File: src/rtl/regfile_access_ctrl.sv
// Initiator-side sequencer for the 8x16 three-port register file: reads two operands,
// hands them to execute over valid/ready, then writes the result back in one cycle.
module regfile_access_ctrl #(
    parameter int DW = 16,
    parameter int AW = 3
) (
    input  logic          clk,
    input  logic          rst_n,
    input  logic          req_valid_i,
    output logic          req_ready_o,
    input  logic [AW-1:0] req_rs1_i,
    input  logic [AW-1:0] req_rs2_i,
    input  logic [AW-1:0] req_rd_i,
    input  logic          req_wb_i,
    output logic [AW-1:0] ra1_o,
    output logic [AW-1:0] ra2_o,
    input  logic [DW-1:0] rd1_i,
    input  logic [DW-1:0] rd2_i,
    output logic          we3_o,
    output logic [AW-1:0] wa3_o,
    output logic [DW-1:0] wd3_o,
    output logic          op_valid_o,
    input  logic          op_ready_i,
    output logic [DW-1:0] opa_o,
    output logic [DW-1:0] opb_o,
    input  logic          res_valid_i,
    output logic          res_ready_o,
    input  logic [DW-1:0] res_data_i,
    output logic [15:0]   retired_cnt_o
);

    // state    | meaning
    // IDLE     | ready for a request, read addresses parked on the last request
    // FETCH    | register file read in flight, operands captured at end of cycle
    // ISSUE    | operands offered to execute until op_ready
    // WAIT_RES | waiting for the execute result
    // WB       | single-cycle write port strobe (suppressed for r0)
    typedef enum logic [2:0] {
        S_IDLE     = 3'd0,
        S_FETCH    = 3'd1,
        S_ISSUE    = 3'd2,
        S_WAIT_RES = 3'd3,
        S_WB       = 3'd4
    } state_t;

    state_t        state_q, state_d;
    logic [AW-1:0] rs1_q, rs1_d, rs2_q, rs2_d, rd_q, rd_d;
    logic          wb_q, wb_d;
    logic [AW-1:0] ra1_q, ra1_d, ra2_q, ra2_d, wa3_q, wa3_d;
    logic [DW-1:0] wd3_q, wd3_d, opa_q, opa_d, opb_q, opb_d;
    logic          we3_q, we3_d, op_valid_q, op_valid_d;
    logic [15:0]   retired_q, retired_d;

    always_ff @(posedge clk or negedge rst_n) begin
        if (!rst_n) begin
            state_q    <= S_IDLE;
            rs1_q      <= '0;
            rs2_q      <= '0;
            rd_q       <= '0;
            wb_q       <= 1'b0;
            ra1_q      <= '0;
            ra2_q      <= '0;
            wa3_q      <= '0;
            wd3_q      <= '0;
            we3_q      <= 1'b0;
            opa_q      <= '0;
            opb_q      <= '0;
            op_valid_q <= 1'b0;
            retired_q  <= '0;
        end else begin
            state_q    <= state_d;
            rs1_q      <= rs1_d;
            rs2_q      <= rs2_d;
            rd_q       <= rd_d;
            wb_q       <= wb_d;
            ra1_q      <= ra1_d;
            ra2_q      <= ra2_d;
            wa3_q      <= wa3_d;
            wd3_q      <= wd3_d;
            we3_q      <= we3_d;
            opa_q      <= opa_d;
            opb_q      <= opb_d;
            op_valid_q <= op_valid_d;
            retired_q  <= retired_d;
        end
    end

    always_comb begin
        state_d = state_q;
        case (state_q)
            S_IDLE:     if (req_valid_i) state_d = S_FETCH;
            S_FETCH:    state_d = S_ISSUE;
            S_ISSUE:    if (op_valid_q && op_ready_i) state_d = wb_q ? S_WAIT_RES : S_IDLE;
            S_WAIT_RES: if (res_valid_i) state_d = S_WB;
            S_WB:       state_d = S_IDLE;
            default:    state_d = S_IDLE;
        endcase
    end

    always_comb begin
        rs1_d      = rs1_q;
        rs2_d      = rs2_q;
        rd_d       = rd_q;
        wb_d       = wb_q;
        ra1_d      = ra1_q;
        ra2_d      = ra2_q;
        wa3_d      = wa3_q;
        wd3_d      = wd3_q;
        we3_d      = we3_q;
        opa_d      = opa_q;
        opb_d      = opb_q;
        op_valid_d = op_valid_q;
        retired_d  = retired_q;
        case (state_q)
            S_IDLE: begin
                if (req_valid_i) begin
                    rs1_d = req_rs1_i;
                    rs2_d = req_rs2_i;
                    rd_d  = req_rd_i;
                    wb_d  = req_wb_i;
                    ra1_d = req_rs1_i;
                    ra2_d = req_rs2_i;
                end
            end
            S_FETCH: begin
                // r0 reads as zero regardless of what the array returns
                opa_d      = (rs1_q == '0) ? '0 : rd1_i;
                opb_d      = (rs2_q == '0) ? '0 : rd2_i;
                op_valid_d = 1'b1;
            end
            S_ISSUE: begin
                if (op_valid_q && op_ready_i) begin
                    op_valid_d = 1'b0;
                    if (!wb_q) retired_d = retired_q + 16'd1;
                end
            end
            S_WAIT_RES: begin
                if (res_valid_i) begin
                    wd3_d = res_data_i;
                    wa3_d = rd_q;
                    we3_d = (rd_q != '0);
                end
            end
            S_WB: begin
                we3_d     = 1'b0;
                retired_d = retired_q + 16'd1;
            end
            default: ;
        endcase
    end

    assign req_ready_o   = (state_q == S_IDLE);
    assign res_ready_o   = (state_q == S_WAIT_RES);
    assign ra1_o         = ra1_q;
    assign ra2_o         = ra2_q;
    assign we3_o         = we3_q;
    assign wa3_o         = wa3_q;
    assign wd3_o         = wd3_q;
    assign opa_o         = opa_q;
    assign opb_o         = opb_q;
    assign op_valid_o    = op_valid_q;
    assign retired_cnt_o = retired_q;

endmodule
File: config.mk
export PLATFORM = sky130hd
export DESIGN_NAME = regfile_access_ctrl
export DESIGN_NICKNAME = d
export VERILOG_FILES = /design/src/rtl/regfile_access_ctrl.sv
export SDC_FILE = /design/constraint.sdc
export NUM_CORES = 1
export LEC_CHECK = 0
export CAP_MARGIN = 15
export CELL_PAD_IN_SITES_DETAIL_PLACEMENT = 0
export CELL_PAD_IN_SITES_GLOBAL_PLACEMENT = 1
export CORE_MARGIN = 1
export CORE_UTILIZATION = 37
export CTS_BUF_LIST = sky130_fd_sc_hd__clkbuf_4
export DETAILED_ROUTE_END_ITERATION = 8
export GPL_TIMING_DRIVEN = 0
export PLACE_DENSITY_LB_ADDON = 0.1
export SLEW_MARGIN = 20
export SYNTH_ARGS = -nofsm -noshare
export SYNTH_HDL_FRONTEND = slang
export SYNTH_SLANG_ARGS = --single-unit
File: constraint.sdc
create_clock -name clk -period 3.2 [get_ports clk]
set_clock_uncertainty 0.2 [all_clocks]
set_input_delay 0.32 -clock clk [delete_from_list [all_inputs] [get_ports clk]]
set_output_delay 0.32 -clock clk [all_outputs]
set_load 0.005 [all_outputs]
Word-level counts from Yosys, hierarchy flattened
Index checks and enable logic that the tools add are counted.
Word-level totals
  output and inout port bits: 77
  bits in registers: 82
  input port bits: 63
Operators by class
  reduce and logical (&&, ||, !) cells: 14
  add/sub/neg operators: 1
  equality and inequality tests: 8
  multiplexer cells: 14
Operators with widths (count)
  16-bit 2-to-1 mux: 4
  16-bit one-hot mux with 2 select lines: 1
  16-bit by 1-bit adder with 16-bit output (second input constant): 1
  3-bit one-hot mux with 4 select lines: 1
  3-bit zero test: 3
  3-bit 2-to-1 mux: 3
  2-bit inequality test (second input constant): 4
  2-bit AND reduction: 4
  3-bit by 2-bit == test with 1-bit output (second input constant): 2
  3-bit AND reduction: 2
  2-bit nonzero test: 3
  1-bit one-hot mux with 2 select lines: 2
  3-bit by 1-bit == test with 1-bit output (second input constant): 1
  3-bit == test (second input constant): 1
  3-bit nonzero test: 1
  1-bit 2-to-1 mux: 2
  2-bit 2-to-1 mux: 1
  1-bit logical AND: 1

Depth between registers and ports, before layout
  depth after elaboration: 4
  depth in mapped cells: 7

Worst setup path before layout
No wires, ideal clock.
  kind: register to register
  start point: reg state_q[1]
  end point: reg ra1_q[0] (netlist: ra1_o[0])
  setup time: 0.125 ns
  data required time: 2.875 ns
  period minus slack after synthesis: 1.777 ns
  arrival: 1.452 ns
  buffers on the path: 2
  path slack: 1.423 ns
  stages on the path, launching flop included: 6
  path through: dfrtp_1 buf_4 nor3_1 and2_1 buf_2 mux2_2
Between the ends
  longest elaborated chain between the ends: 2
RTL lines
  from (decl): RTL line 46  | state_t state_q, state_d;
  from (signal assigned): RTL line 71  | state_q <= state_d;
  3-bit zero test
  named net req_ready_o: RTL line 10  | output logic req_ready_o,
  2-bit AND reduction (no line)
  to (signal assigned): RTL line 76  | ra1_q <= ra1_d;
  to (decl): RTL line 49  | logic [AW-1:0] ra1_q, ra1_d, ra2_q, ra2_d, wa3_q, wa3_d;
The timed path passes the listed nets, and every way through them passes these cells.
A chain may end at the register's enable or synchronous reset.

Final worst setup path
  start point: reg state_q[2]
  end point: out res_ready_o
Between the ends
  longest elaborated chain between the ends: 1
RTL lines
  3-bit by 2-bit == test with 1-bit output: RTL line 153  | assign res_ready_o = (state_q == S_WAIT_RES);
  to (decl): RTL line 27  | output logic res_ready_o,
No other way between the ends.

==> metrics <==
Max Slew Vio Count 0; WL met2 3640 um; DP Area 4890 um^2; syn_area_per_cell 14.0 um^2; area grow syn2layout 50.9%; Worst path slowest cell clkdlybuf4s50_1; fillcell total 774; CP Capture Type output pin; postcts setup bufs 0; Initial Util 0.383; post-synthesis cell area 3340 um^2; Power per Cell Area 818 nW/um^2; vias per cell 4.92; FF-to-FF Start state_q[0]; design area 5040 um^2; Gates resized, CTS repair 0; TritonCTS buffer count 9; initial drt markers 54; status complete, no violations; max cap viols 0; largest net degree at the start of global routing 53; Port Buffers 139; final hold vios 0; Crit Path Max Fanout 9; Synth Instances 238; CTS tree yes; Hold Crit Class in -> async; Worst-Skew Late Latency 0.41 ns; core footprint 8720 um^2; post-route ant nets 0; CP arrival 1.81 ns; first-pass iteration count of the detailed router 4; vias in the first global route 2550; Max Used Layer met4; area of the multi-input gates 1180 um^2; CP required 2.68 ns; Max Buffers Root-to-Sink 2; cells along the critical path buf_6, and2b_2, and2_1, clkdlybuf4s50_1; Post-route DRC 0; #FFs+latches synth 82; RSZ-0062 raised after global routing no; root buf cell clkbuf_4; share of cells above drive strength 1 0.170; WL final 7770 um; # clock sinks 82; slowest cell delay on critical path 0.53 ns; final period utilization 0.729; Clock power frac 0.149; Site Rows 34; syn_nets 302; Net Sw Frac 0.302; Clock H-tree levels 3; Remaining Overflow, GRT 0; Final Core Density 0.578; # setup viols final 0; Flop pwr share 0.409; WL met3 527 um; WL met1 3530 um; Layout Nets 454; r2r endpoint wd3_o[9]; P_sw 1.25 mW; Die Y 97.0 um; die width 97.0 um; Synth warnings 0; Die ar. 9410 um^2; Slew @ Worst Pin 0.437 ns; Leakage 2.24 nW; CTS hold repair buffers 1; Ports 140; GP Congestion 0.751; r2r worst-path depth 5; vias 2473; Total Routing Usage GR 0.174; initial antenna violation count 0; kind of critical path reg -> out; DR WL/cell 15.4 um; register area share after synthesis 0.614; overall power 4.12 mW; Rel. slew slack 0.709; VDD IR max 0.391 mV; fmax 429 MHz; ant diodes 0; CP startpoint kind register; Reg clk slew, reported paths 0.15 ns; Storage cell area 2050 um^2; post-DP HPWL 5470 um; Comb pwr share 0.442; Tmin final 2.33 ns; Cell variety after synth 35; global-route wire length before repair 13000 um; P_int 2.88 mW; Reg2Reg Setup Slack 1.31 ns
cell usage after synthesis, drive strengths merged:
cell | n | share of area
dfrtp | 82 | 0.61
a22o | 32 | 0.084
mux2 | 30 | 0.10
xor2 | 14 | 0.037
buf | 13 | 0.027
nor2 | 9 | 0.019
nand2 | 8 | 0.0090
nand3 | 8 | 0.013
nor3 | 8 | 0.012
nor4 | 6 | 0.016
inv | 5 | 0.0056
a21oi | 3 | 0.0045
a22oi | 2 | 0.0086
and2 | 2 | 0.0037
and2b | 2 | 0.0056
and4 | 2 | 0.0052
mux2i | 2 | 0.0060
nand4 | 2 | 0.0037
a221oi | 1 | 0.0026
and4bb | 1 | 0.0049
ha | 1 | 0.0037
nand2b | 1 | 0.0019
nor4b | 1 | 0.0045
o21ai | 1 | 0.0015
o31ai | 1 | 0.0022
xnor2 | 1 | 0.0026
sequential cells by signal, indices dropped and copies added, names as in the netlist:
register       cells
state_q            3
opa_o             16
wa3_o              3
wd3_o             16
wb_q               1
rd_q               3
we3_o              1
op_valid_o         1
retired_cnt_o     16
ra2_o              3
opb_o             16
ra1_o              3
how the worst max path moves through the flow:
stage / cells after the start / slack, ns / to / from
floorplan: 5 / 1.42 / ra1_o[0] / state_q[1]
global placement: 1 / -1.48 / opa_o[13] / rst_n
detailed placement: 6 / 1.12 / retired_cnt_o[14] / op_ready_i
CTS: 4 / 0.84 / res_ready_o / state_q[2]
global route: 4 / 0.76 / res_ready_o / state_q[2]
finish: 4 / 0.87 / res_ready_o / state_q[2]
power groups by stage:
stage,sequential [mW],combinational [mW],clock [mW]
after detailed placement,1.71,1.85,0
after floorplan,1.72,0.791,0
after global routing,1.75,1.98,0.683
final,1.69,1.82,0.612
after CTS,1.69,1.86,0.636
after global placement,1.70,1.82,0
cell type report:
type / count / area share
well taps: 108 / 0.0268
clock inverters: 7 / 0.0139
multi-input cells: 138 / 0.234
inverters: 5 / 0.00372
repair buffers: 141 / 0.283
clock buffers: 9 / 0.0134
plain buffers: 13 / 0.0181
flip-flops and latches: 82 / 0.407
cells in the final DEF, fill, tap and decap left out, types with 6 or more instances in the layout:
cell             count
clkdlybuf4s50_1    138
dfrtp_1             82
a22o_1              32
mux2_2              27
xor2_1              14
clkbuf_4             9
nor3_1               8
nand2_1              8
buf_2                7
nand3_1              7
nor2_1               6
logic make-up (layout without fill, tap and decap cells):
group,count (synthesis),after routing,synth area share
and+or+nand+nor,50,50,0.0993
adders and majority gates,1,1,0.00374
muxes,32,32,0.107
AOI/OAI and AO/OA,40,40,0.103
buffers and inverters,18,175,0.0330
DFF,82,82,0.614
xor gates and xnor gates,15,15,0.0393
metal layers:
| metal | GRT usage | vias up |
|---|---|---|
| li1 | - | 1173 |
| met4 | 0.0517 | 0 |
| met5 | 0 | - |
| met3 | 0.0614 | 5 |
| met1 | 0.235 | 1216 |
| met2 | 0.264 | 79 |
worst max-delay path: cells and delay by family, from the launching register on:
family,cells,cell delay [ns]
buffers and inverters,2,0.67
flip-flops,1,0.39
AND/OR/NAND/NOR,2,0.36
stage by stage:
step / TNS [ns] / setup slack (ns) / hold slack, ns / cells
2_1_floorplan: 0 / 1.42 / -0.176 / 238
3_3_place_gp: -120.96 / -1.48 / 0.259 / 485
3_5_place_dp: 0 / 1.12 / 0.0909 / 486
4_1_cts: 0 / 0.837 / 0.161 / 503
5_1_grt: 0 / 0.762 / 0.173 / 503
6_report: 0 / 0.867 / 0.159 / 503
Power figures use the tool's default switching activity.
==> variant (same flow settings) <==
`AW`: 3 -> 4.
--- a/src/rtl/regfile_access_ctrl.sv
+++ b/src/rtl/regfile_access_ctrl.sv
@@ -4,3 +4,3 @@
     parameter int DW = 16,
-    parameter int AW = 3
+    parameter int AW = 4
 ) (
Interface: changed (6 resized); port bits go from 140 to 146. The function was not compared with the original's and may differ.
==> variant against the unedited design <==
The run now ends with DRC left; highest routed layer unchanged; largest power group unchanged; worst setup slack got worse by 120 ps; sequential cell count is 4 higher; design area increased by 3.3%; global-route usage is 0.36 points lower; non-clock buffer count grew 6; cell count is 3.6% higher; sequential share of layout area grew 0.61 points; critical path type unchanged; power rose by 5.8%; worst hold slack better by 60 ps; largest cell class unchanged; routed wire length is 1.9% higher; synthesized area grew 3.2%; first-iteration DRC count is 100% higher; register-to-register slack got worse by 110 ps.
==> variant: results (changes against the unedited design) <==
* Syn nets at 317 (was 302)
* Portion of the post-synthesis area used by sequential elements at 0.624 (was 0.614)
* Global-route wire length before repair at 12800 µm (was 13000 µm)
* Met3 wire length at 673 µm (was 527 µm)
* Unique cell type count in the Yosys netlist at 37 (was 35)
* Internal power at 3.05 mW (was 2.88 mW)
* GPL Wtd Cong at 0.741 (was 0.751)
* Met1 track utilization from global routing at 0.219 (was 0.235)
* Worst-path maximum fanout at 10 (was 9)
* Met2 layer wire length in the routed design at 3660 µm (was 3640 µm)
* Avg WL per Cell at 15.2 µm (was 15.4 µm)
* Tightest slew margin relative to the limit at 0.625 (was 0.709)
* Failing checks: DRC
* WP data arrival at 1930 ps (was 1810 ps)
* DP Wirelength at 5770 µm (was 5470 µm)
* Layout cells sized above 1 at 0.157 (was 0.170)
* Status: finished with violations (was finished, final reports clean)
* Static Leakage at 2.24 nW (about the same)
* Global routing met3 resource utilization at 0.0688 (was 0.0614)
* Clock-pin slew on the worst setup and hold paths at 130 ps (was 150 ps)
* Final layout net count at 475 (was 454)
* Max VDD drop at 0.434 mV (was 0.391 mV)
* Number of design-rule violations left by the first detailed-router iteration at 109 (was 54)
* Latest clock arrival within the worst-skew pair at 430 ps (was 410 ps)
* # DRC at 6 (was 0)
* Pin count of the biggest net entering global routing at 45 (was 53)
* Via density per instance at 4.94 (was 4.92)
* First-pass detailed-route iteration total at 8 (was 4)
* Number of global-route vias before repair at 2593 (was 2550)
* All-layer global routing usage at 0.171 (was 0.174)
[variant: changes by cell type in the layout (fill, tap and decap cells not counted), sizes merged, moves of 3 or more]
cell and delta:
clkdlybuf4s50 +6, clkbuf +4, clkinv -4, dfrtp +4, mux2 +3, nor4 +3
[variant: logic make-up (layout without fill, tap and decap cells)]
family          Yosys count  after routing  synth area share
simple gates             55             55            0.0951
compound gates           44             44             0.105
xor+xnor                 15             15            0.0381
buf+inv                  16            179            0.0268
mux                      33             33             0.108
fa+ha+maj                 1              1           0.00363
flops                    86             86             0.624
[variant: critical path, stage by stage, from the launching register on]
cell	delay, ps
dfrtp_1	340
buf_2	190
nor2b_1	290
and2_1	170
clkdlybuf4s50_1	510
[variant: what timing repair did]
action | in CTS | in global routing
setup endpoints to repair | 0 | 0
gates resized for setup | 0 | 0
hold endpoints to repair | 42 | 0
hold buffers | 1 | 0
[variant: power by group through the flow]
| stage | Sequential (mW) | Clock, mW | Combinational, mW |
|---|---|---|---|
| after detailed placement | 1.84 | 0 | 1.96 |
| after floorplan | 1.83 | 0 | 0.824 |
| final | 1.82 | 0.616 | 1.93 |
| after global routing | 1.88 | 0.694 | 2.09 |
| after CTS | 1.82 | 0.643 | 1.96 |
| after global placement | 1.83 | 0 | 1.93 |
[variant: area by class of cell]
type	count	area, µm²
buffer	13	81.3
timing repair buffer	147	1490
clock inverter	4	47.5
clock buffer	12	90.1
inverter	3	11.3
multi-input combinational	148	1200
tap	108	135
sequential	86	2150
fill	757	3680
[variant: stage by stage]
stage | hold WS [ps] | area, µm² | power, mW | setup slack, ps | instances
global placement | 255 | 5030 | 3.76 | -1580 | 503
detailed placement | 152 | 5060 | 3.79 | 1010 | 504
global route | 241 | 5210 | 4.66 | 654 | 521
finish | 219 | 5210 | 4.36 | 751 | 521
floorplan | -176 | 3450 | 2.66 | 1330 | 250
CTS | 216 | 5210 | 4.43 | 701 | 521
[variant: path summary, 6_finish.rpt]
| path | from | to | slack [ps] | depth (start not counted) |
|---|---|---|---|---|
| worst max-delay path | state_q[0]$_DFFE_PN0P_ | res_ready_o | 750 | 4 |
| worst min-delay path | rst_n | wd3_o[6]$_DFFE_PN0P_ | 220 | 2 |
| worst max register to register | state_q[1]$_DFFE_PN0P_ | rd_q[1]$_DFFE_PN0P_ | 1200 | 5 |
| worst min register to register | retired_cnt_o[15]$_DFFE_PN0P_ | retired_cnt_o[15]$_DFFE_PN0P_ | 270 | 1 |
| max in group asynchronous | rst_n | opb_o[14]$_DFFE_PN0P_ | 1980 | 3 |
| min in group clk | retired_cnt_o[15]$_DFFE_PN0P_ | retired_cnt_o[15]$_DFFE_PN0P_ | 270 | 1 |
